$ cat config.mk
export PLATFORM = sky130hd
export DESIGN_NAME = pc_fetch_gen_flat
export DESIGN_NICKNAME = d
export VERILOG_FILES = /design/src/rtl/pc_fetch_gen_pkg.sv /design/src/rtl/pc_fetch_gen_if.sv /design/src/rtl/pc_fetch_gen_redirect_buf.sv /design/src/rtl/pc_fetch_gen.sv /design/src/flat_wrapper.sv
export SDC_FILE = /design/constraint.sdc
export NUM_CORES = 1
export LEC_CHECK = 0
export ABC_AREA = 1
export BUFFER_PORTS_ARGS = -buffer_cell sky130_fd_sc_hd__buf_2
export CORE_UTILIZATION = 49
export CTS_CLUSTER_DIAMETER = 120
export DETAILED_ROUTE_END_ITERATION = 10
export GPL_TIMING_DRIVEN = 0
export HOLD_SLACK_MARGIN = 0.05
export MAX_ROUTING_LAYER = met4
export PLACE_DENSITY_LB_ADDON = 0.08
export SLEW_MARGIN = 20
export SYNTH_ARGS = -nofsm -noshare
export SYNTH_HDL_FRONTEND = slang
export SYNTH_SLANG_ARGS = --single-unit
export TNS_END_PERCENT = 10
$ cat constraint.sdc
create_clock -name clk -period 1.46 [get_ports clk]
set_input_delay 0.073 -clock clk [delete_from_list [all_inputs] [get_ports clk]]
set_output_delay 0.073 -clock clk [all_outputs]
set_load 0.005 [all_outputs]
$ cat src/rtl/pc_fetch_gen_pkg.sv
// Shared constants, state encodings and defaults for the PC fetch generator.
// The optional misalignment check is enabled by defining PC_MISALIGN_CHK_EN.
package pc_fetch_gen_pkg;

  localparam int STALL_BUS_W = 6;

  localparam logic TRUE_V       = 1'b1;
  localparam logic FALSE_V      = 1'b0;
  localparam logic BRANCH       = 1'b1;
  localparam logic NOT_BRANCH   = 1'b0;
  localparam logic CHIP_ENABLE  = 1'b1;
  localparam logic CHIP_DISABLE = 1'b0;

  localparam logic [31:0] DEFAULT_RESET_VECTOR = 32'h0000_0000;

  typedef enum logic {
    ST_BOOT = 1'b0,
    ST_RUN  = 1'b1
  } pc_state_e;

endpackage

$ cat src/rtl/pc_fetch_gen_if.sv
// Fetch request channel between the PC generator and instruction memory.
// ce is the request valid, inst_ready_i the accept; a request transfers on a
// clock where both are high, and pc must hold while ce=1 and inst_ready_i=0.
interface pc_fetch_gen_if #(
  parameter int AW = 32
);
  logic [AW-1:0] pc;
  logic          ce;
  logic          inst_ready_i;

  modport master (output pc, output ce, input inst_ready_i);
  modport slave  (input pc, input ce, output inst_ready_i);
endinterface

$ cat src/rtl/pc_fetch_gen_redirect_buf.sv
// Pending branch-target register: holds a redirect that arrived while fetch
// could not advance. Clear wins over capture; a new capture overwrites the old.
module pc_redirect_buf #(
  parameter int AW = 32
) (
  input  logic          clk,
  input  logic          rst,
  input  logic          capture,
  input  logic          clear,
  input  logic [AW-1:0] target_in,
  output logic [AW-1:0] target,
  output logic          valid
);

  always_ff @(posedge clk or negedge rst) begin
    if (!rst) begin
      target <= '0;
      valid  <= 1'b0;
    end else if (clear) begin
      valid  <= 1'b0;
    end else if (capture) begin
      target <= target_in;
      valid  <= 1'b1;
    end
  end

endmodule

$ cat src/rtl/pc_fetch_gen.sv
// Program-counter generator at the head of IF: sequential stepping, flush and
// branch redirects, and buffering of redirects while fetch is blocked.
// Defining PC_MISALIGN_CHK_EN adds misalign_o and aligns loaded targets.
module pc_fetch_gen
  import pc_fetch_gen_pkg::*;
#(
  parameter int              AW           = 32,
  parameter int              STALL_W      = STALL_BUS_W,
  parameter logic [AW-1:0]   RESET_VECTOR = AW'(DEFAULT_RESET_VECTOR),
  parameter int              STEP         = 4
) (
  input  logic                  clk,
  input  logic                  rst,
  input  logic [STALL_W-1:0]    stall,
  input  logic                  flush,
  input  logic [AW-1:0]         exception_handle_addr_i,
  input  logic                  branch_flag_i,
  input  logic [AW-1:0]         branch_target_address_i,
  pc_fetch_gen_if.master        fetch,
  output logic                  redirect_pending_o,
  output pc_state_e             state_o
`ifdef PC_MISALIGN_CHK_EN
  ,output logic                 misalign_o
`endif
);

  pc_state_e     state;
  logic [AW-1:0] pc_q;
  logic          ce_q;
  logic          adv;
  logic          load_tgt;
  logic [AW-1:0] tgt;
  logic [AW-1:0] pend_target;
  logic          pend_valid;
  logic          buf_capture;
  logic          buf_clear;
  logic          unused_stall;

  // Only bit 0 of the stall vector belongs to the PC stage.
  assign unused_stall = ^stall;

  assign adv = ce_q & fetch.inst_ready_i & ~stall[0];

  // Redirect source selection; flush outranks everything, then a live branch,
  // then an older buffered target.
  always_comb begin
    load_tgt = FALSE_V;
    tgt      = '0;
    if (flush) begin
      load_tgt = TRUE_V;
      tgt      = exception_handle_addr_i;
    end else if (adv && branch_flag_i == BRANCH) begin
      load_tgt = TRUE_V;
      tgt      = branch_target_address_i;
    end else if (adv && pend_valid) begin
      load_tgt = TRUE_V;
      tgt      = pend_target;
    end
  end

  assign buf_capture = (state == ST_RUN) & ~flush & ~adv & branch_flag_i;
  assign buf_clear   = (state == ST_RUN) & (flush | adv);

  pc_redirect_buf #(.AW(AW)) u_redirect_buf (
    .clk       (clk),
    .rst       (rst),
    .capture   (buf_capture),
    .clear     (buf_clear),
    .target_in (branch_target_address_i),
    .target    (pend_target),
    .valid     (pend_valid)
  );

`ifdef PC_MISALIGN_CHK_EN
  localparam logic [AW-1:0] ALIGN_MASK = AW'(STEP - 1);
  logic mis_q;
`endif

  always_ff @(posedge clk or negedge rst) begin
    if (!rst) begin
      state <= ST_BOOT;
      pc_q  <= RESET_VECTOR;
      ce_q  <= CHIP_DISABLE;
`ifdef PC_MISALIGN_CHK_EN
      mis_q <= FALSE_V;
`endif
    end else begin
      case (state)
        ST_BOOT: begin
          state <= ST_RUN;
          ce_q  <= CHIP_ENABLE;
        end
        default: begin
          ce_q <= CHIP_ENABLE;
`ifdef PC_MISALIGN_CHK_EN
          mis_q <= load_tgt & (|(tgt & ALIGN_MASK));
          if (load_tgt)
            pc_q <= tgt & ~ALIGN_MASK;
`else
          if (load_tgt)
            pc_q <= tgt;
`endif
          else if (adv)
            pc_q <= pc_q + AW'(STEP);
        end
      endcase
    end
  end

  assign fetch.pc           = pc_q;
  assign fetch.ce           = ce_q;
  assign redirect_pending_o = pend_valid;
  assign state_o            = state;
`ifdef PC_MISALIGN_CHK_EN
  assign misalign_o         = mis_q;
`endif

endmodule

$ cat src/flat_wrapper.sv
// flat-port wrapper written by rule: the top's interface ports become plain ports
module pc_fetch_gen_flat import pc_fetch_gen_pkg::*;
#(
  parameter int              AW           = 32,
  parameter int              STALL_W      = STALL_BUS_W,
  parameter logic [AW-1:0]   RESET_VECTOR = AW'(DEFAULT_RESET_VECTOR),
  parameter int              STEP         = 4
)
  (clk, rst, stall, flush, exception_handle_addr_i, branch_flag_i, branch_target_address_i, redirect_pending_o, state_o, fetch_pc, fetch_ce, fetch_inst_ready_i);
  pc_fetch_gen_if #(.AW(AW)) fetch_i ();
  input  logic clk;
  input  logic rst;
  input  logic [STALL_W-1:0] stall;
  input  logic flush;
  input  logic [AW-1:0] exception_handle_addr_i;
  input  logic branch_flag_i;
  input  logic [AW-1:0] branch_target_address_i;
  output logic redirect_pending_o;
  output pc_state_e state_o;
  output wire logic [$bits(fetch_i.pc)-1:0] fetch_pc;
  output wire logic [$bits(fetch_i.ce)-1:0] fetch_ce;
  input wire logic [$bits(fetch_i.inst_ready_i)-1:0] fetch_inst_ready_i;
  assign fetch_pc = fetch_i.pc;
  assign fetch_ce = fetch_i.ce;
  assign fetch_i.inst_ready_i = fetch_inst_ready_i;
  pc_fetch_gen #(.AW(AW), .STALL_W(STALL_W), .RESET_VECTOR(RESET_VECTOR), .STEP(STEP)) u_core (.clk(clk), .rst(rst), .stall(stall), .flush(flush), .exception_handle_addr_i(exception_handle_addr_i), .branch_flag_i(branch_flag_i), .branch_target_address_i(branch_target_address_i), .fetch(fetch_i), .redirect_pending_o(redirect_pending_o), .state_o(state_o));
endmodule
After elaboration in Yosys (flattened, before gate mapping)
Index checks and enable logic that the tools add are counted.
{"block": "op_classes", "n_reduce_logical": 6, "bitwise_logic": 11, "mux": 10, "addsub": 1}
{"cell": "32-bit 2-to-1 mux", "n": 5}
{"cell": "32-bit by 3-bit adder with 32-bit output (second input constant)", "n": 1}
{"cell": "1-bit AND", "n": 6}
{"cell": "1-bit 2-to-1 mux", "n": 5}
{"cell": "1-bit inverter", "n": 4}
{"cell": "2-bit AND reduction", "n": 2}
{"cell": "2-bit nonzero test", "n": 2}
{"cell": "1-bit logical AND", "n": 2}
{"cell": "1-bit bitwise OR", "n": 1}
{"block": "totals", "inputBits": 75, "out_inout_bits": 35, "elab_cells": 32, "ff_bits": 66}

Logic depth before layout (Yosys ltp)
{"block": "logic_depth", "ltp_word": 8, "ltp_mapped": 12, "depth_no_buf": 12}

By module
From an unflattened synthesis, not the netlist that was laid out.
{"block": "unflattened", "cells_unflattened": 696, "hier_area_um2": 4479.3}
{"module": "pc_fetch_gen", "cells_per_inst": 553, "instances": 1, "area_per_inst_um2": 3148.0}
{"module": "pc_redirect_buf", "cells_per_inst": 143, "instances": 1, "area_per_inst_um2": 1331.3}

Least setup slack after synthesis
Ideal clock, no wire load.
{"block": "synth_timing", "kind": "register to register", "from": "register u_core.pc_q[2] (netlist: u_core.fetch.pc[2])", "to": "register u_core.pc_q[12] (netlist: u_core.fetch.pc[12])", "n_path_buf": 0, "required_ps": 1343, "stages_incl_launch_ff": 11, "setup_time_ps": 117, "slack_ps": -100, "period_less_slack_ps": 1560, "arrival_time_ps": 1443, "path_cell_list": "dfrtp_1 -> ha_1 -> nand2_1 -> nor2_1 -> nand2_1 -> nor2_1 -> or2_2 -> nand3_1 -> nand2_1 -> nand2_1 -> nand2_1"}
{"block": "synth_between", "elab_chain_len": 3}
{"element": "start: declaration", "line_no": "pc_fetch_gen.sv:28", "text": "logic [AW-1:0] pc_q;"}
{"element": "start signal: assignment", "line_no": "pc_fetch_gen.sv:101", "text": "pc_q <= tgt;"}
{"element": "start signal: assignment", "line_no": "pc_fetch_gen.sv:104", "text": "pc_q <= pc_q + AW'(STEP);"}
{"element": "32-bit by 3-bit adder with 32-bit output", "line_no": "pc_fetch_gen.sv:104"}
{"element": "32-bit 2-to-1 mux", "line_no": "pc_fetch_gen.sv:103", "text": "else if (adv)"}
{"element": "32-bit 2-to-1 mux", "line_no": "pc_fetch_gen.sv:100", "text": "if (load_tgt)"}
Every way passes these cells. The select of a mux whose other input is x is not followed.
A chain may end at the register's enable or synchronous reset.

Final worst setup path
{"block": "layout_timing", "from": "register u_core.state (netlist: u_core.state_o)", "to": "register u_core.pc_q[26] (netlist: u_core.fetch.pc[26])"}
{"block": "layout_between", "elab_chain_len": 8, "word_cells_on_any_way": 13, "cone_classes": "mux (7); bitwise (2); reduce/logical (4)"}
{"element": "start: declaration", "line_no": "pc_fetch_gen.sv:27", "text": "pc_state_e state;"}
{"element": "start signal: assignment", "line_no": "pc_fetch_gen.sv:81", "text": "state <= ST_BOOT;"}
{"element": "start signal: assignment", "line_no": "pc_fetch_gen.sv:90", "text": "state <= ST_RUN;"}
{"element": "1-bit AND (2 in series)"}
{"element": "1-bit logical AND"}
{"element": "1-bit 2-to-1 mux (3 in series)"}
{"element": "2-bit nonzero test (no source line)"}
{"element": "2-bit AND reduction (no source line)"}
Parallel ways exist; a longest one is shown, timed or not.

==> metrics.cfg <==
[status]
status = finished, violations left
violations = negative setup slack

[sta]
hold_viol = 0
fin_crit_sh = 1.10
grt_setup_unrepaired = true
setup_violations = 41
hold_ws_ns = 0.0695
timing.slew.headroom = 0.663
layout_setup_ws_ns = -0.143
timing.fmax_mhz = 624
tightest_slew_ns = 0.506
slew_violations = 0
finClkSkew_ns = 0.00983
period_minus_slack_ns = 1.60

[clock_tree]
tritoncts = yes
clk_latency_ns = 0.36
clkTransAtPathRegs_ns = 0.08
cts_sinks = 66
clock_tree.buffer_depth = 2
cts-buffers-inserted = 9
cts-root-buf = clkbuf_8
htreeDepth = 3

[detailed_routing]
avgViaCountPerCell = 5.33
wl_mm = 15.1
wire_per_inst_um = 15.9
drt_iter0_drc = 311
vias = 5062
drc_errors = 0
firstDrtPassIters = 7
ant_nets = 0

[setup_path]
path_cells = nand3_4 -> buf_12 -> buf_4 -> a21oi_4 -> inv_2 -> buf_6 -> nor2_2 -> a21oi_1
rr_endpoint = u_core.fetch.pc[26]$_DFFE_PN0P_
critPathArrivalTime_ns = 1.85
setup.worst_path.end = u_core.fetch.pc[26]$_DFFE_PN0P_
rr_startpoint = u_core.state_o$_DFF_PN0_
reg2reg_depth = 8
crit_path_max_fanout = 10
slowest_delay_ns = 0.40
cp.required_ns = 1.71
worstSetupPathType = reg2reg
cp-start-kind = flip-flop
regToRegSetupSlack_ns = -0.14
cpMaxStageDelayCell = dfrtp_2
worstSetupStartpoint = u_core.state_o$_DFF_PN0_
end_kind = flip-flop

[grt]
grt_pass1_wl_mm = 23.9
antenna_found_initial = 0
track_usage = 0.330
grt.overflow.total = 0
grt_max_degree = 55
grt_pass1_vias = 4879

[synth]
yosysWarnings = 0
synthDistinctLibCells = 33
synth_top_cell_area_share = 0.373
syn-num-nets = 735
synth_area_mm2 = 0.00443
ys_async_sr_fraction = 1.00
ys_ff_latch = 66
synthFlopType = dfrtp_1
synth-edff-count = 0
syn_inst = 659
syn_avg_cell_area_um2 = 6.72
yosys-top-cells-area = dfrtp_1, nand2_1, nor2_1, mux2_2, a21oi_1
synth_top_cell_by_area = dfrtp_1
ys_seq_area_frac = 0.373

[floorplanning]
die_height_um = 97.1
fp-row-count = 34
die_area_mm2 = 0.00942
ios = 110
initial_core_util = 0.508
core_area_mm2 = 0.00872
fp.dieW_um = 97.1

[power_and_ir_drop]
power_uw = 6300
p_per_area_mw_per_mm2 = 992
p_leak_uw = 0.00308
vdd_ir_drop_max_v = 0.000798

[placed_design]
port_buffers = 103
pre_cts_ws_ns = -0.470
gp_congestion = 0.921
dp_hpwl_mm = 10.1

[flow_run]
maxCapViolations = 0

[finish]
area_growth_syn_to_layout_pct = 43.5
fin_nets = 912
post_route_cells_drive_above_1_share = 0.347
num_antenna_cells = 0
fillers = 699

[min_path]
hp-class = in2reg

power breakdown:
part	internal, µW	switching (µW)	total (µW)	leakage (µW)
clock	1190	833	2020	0.000127
sequential	2180	363	2550	0.000768
combinational	825	910	1740	0.00218
total	4200	2110	6300	0.00308
worst min-delay path by stage:
stage / start / to / cells past startpoint
global placement: branch_target_address_i[13] / u_core.u_redirect_buf.target[13]$_DFFE_PN0P_ / 2
floorplan: rst / u_core.fetch.pc[0]$_DFFE_PN0P_ / 0
detailed placement: rst / u_core.fetch.pc[28]$_DFFE_PN0P_ / 1
CTS: exception_handle_addr_i[3] / u_core.fetch.pc[3]$_DFFE_PN0P_ / 5
finish: exception_handle_addr_i[3] / u_core.fetch.pc[3]$_DFFE_PN0P_ / 5
global route: exception_handle_addr_i[10] / u_core.fetch.pc[10]$_DFFE_PN0P_ / 5
cell type report:
class	instances	area, µm²	share of cell area
multi-input combinational	538	2810	0.441
clock inverter	6	113	0.0177
tap	108	135	0.0213
sequential	66	1670	0.263
clock buffer	10	138	0.0217
buffer	29	241	0.0380
inverter	27	104	0.0163
timing repair buffer	165	1150	0.180
cell usage in the layout, fill, tap and decap left out, types with 2 or more instances in the layout:
cell and n:
nand2_4 2, dlygate4sd3_1 36, xor2_1 6, mux2_2 24, nand3_2 3, bufinv_16 3, clkbuf_1 4, dfrtp_1 49
clkbuf_8 10, o21ai_0 10, buf_2 106, o21ai_1 6, nor2_4 15, buf_6 18, nor3_4 2, a21oi_2 3
o211ai_1 2, a21oi_1 34, nand2_2 24, inv_1 21, nand3_1 13, nand4_1 11, mux2_1 6, nand3b_1 9
nor2_2 20, dfrtp_2 17, nand2_1 247, inv_2 5, buf_4 25, nor2_1 91
metal layers:
metal  track usage  vias to the layer above  share of wire
li1              -                     2442              -
met1         0.421                     2402           0.42
met2         0.540                      192           0.49
met3        0.0432                       26          0.066
met4         0.117                        0          0.021
met5             -                        -              0
worst max-delay path, delay by kind of cell (launching register included):
family | cells | cell delay (ns)
flops | 1 | 0.40
buf+inv | 4 | 0.51
simple gates | 2 | 0.26
compound gates | 2 | 0.32
cells in the mapped netlist, drive strengths merged (2+ instances only):
library cell,n
nand3,17
dfrtp,66
nand4,12
nand3b,9
nor2,125
clkbuf,7
mux2,30
o21ai,17
nor3,4
buf,22
xor2,6
inv,27
o211ai,2
a21oi,38
nand2,273
logic make-up after synthesis:
group           share of synthesized area
compound gates                     0.0698
other cells                      0.000847
fa+ha+maj                         0.00283
xor+xnor                           0.0119
mux                                0.0763
buf+inv                            0.0574
simple gates                        0.408
flops                               0.373
stage by stage:
stage | cell area (µm²) | TNS (ns) | util | std cells
floorplan | 4440 | -0.144 | - | 659
global placement | 5090 | -15.03 | 0.584 | 870
detailed placement | 5120 | -13.09 | 0.587 | 871
CTS | 6110 | -1.08 | 0.701 | 938
global route | 6350 | -5.82 | 0.729 | 949
finish | 6350 | -2.79 | 0.729 | 949
registers in the layout, indices dropped and copies added (netlist names):
name                          flops
u_core.u_redirect_buf.valid       1
u_core.state_o                    1
u_core.u_redirect_buf.target     32
u_core.fetch.pc                  32
what timing repair did:
action | in CTS | in global routing
setup buffers | 14 | 7
endpoints found under the hold margin | 101 | 0
setup endpoints to repair | 58 | 57
hold buffers | 36 | 0
cloned | 1 | 4
pin swaps | 21 | 16
gates resized for setup | 94 | 57
Note: power is estimated with default switching activity, not from simulation.
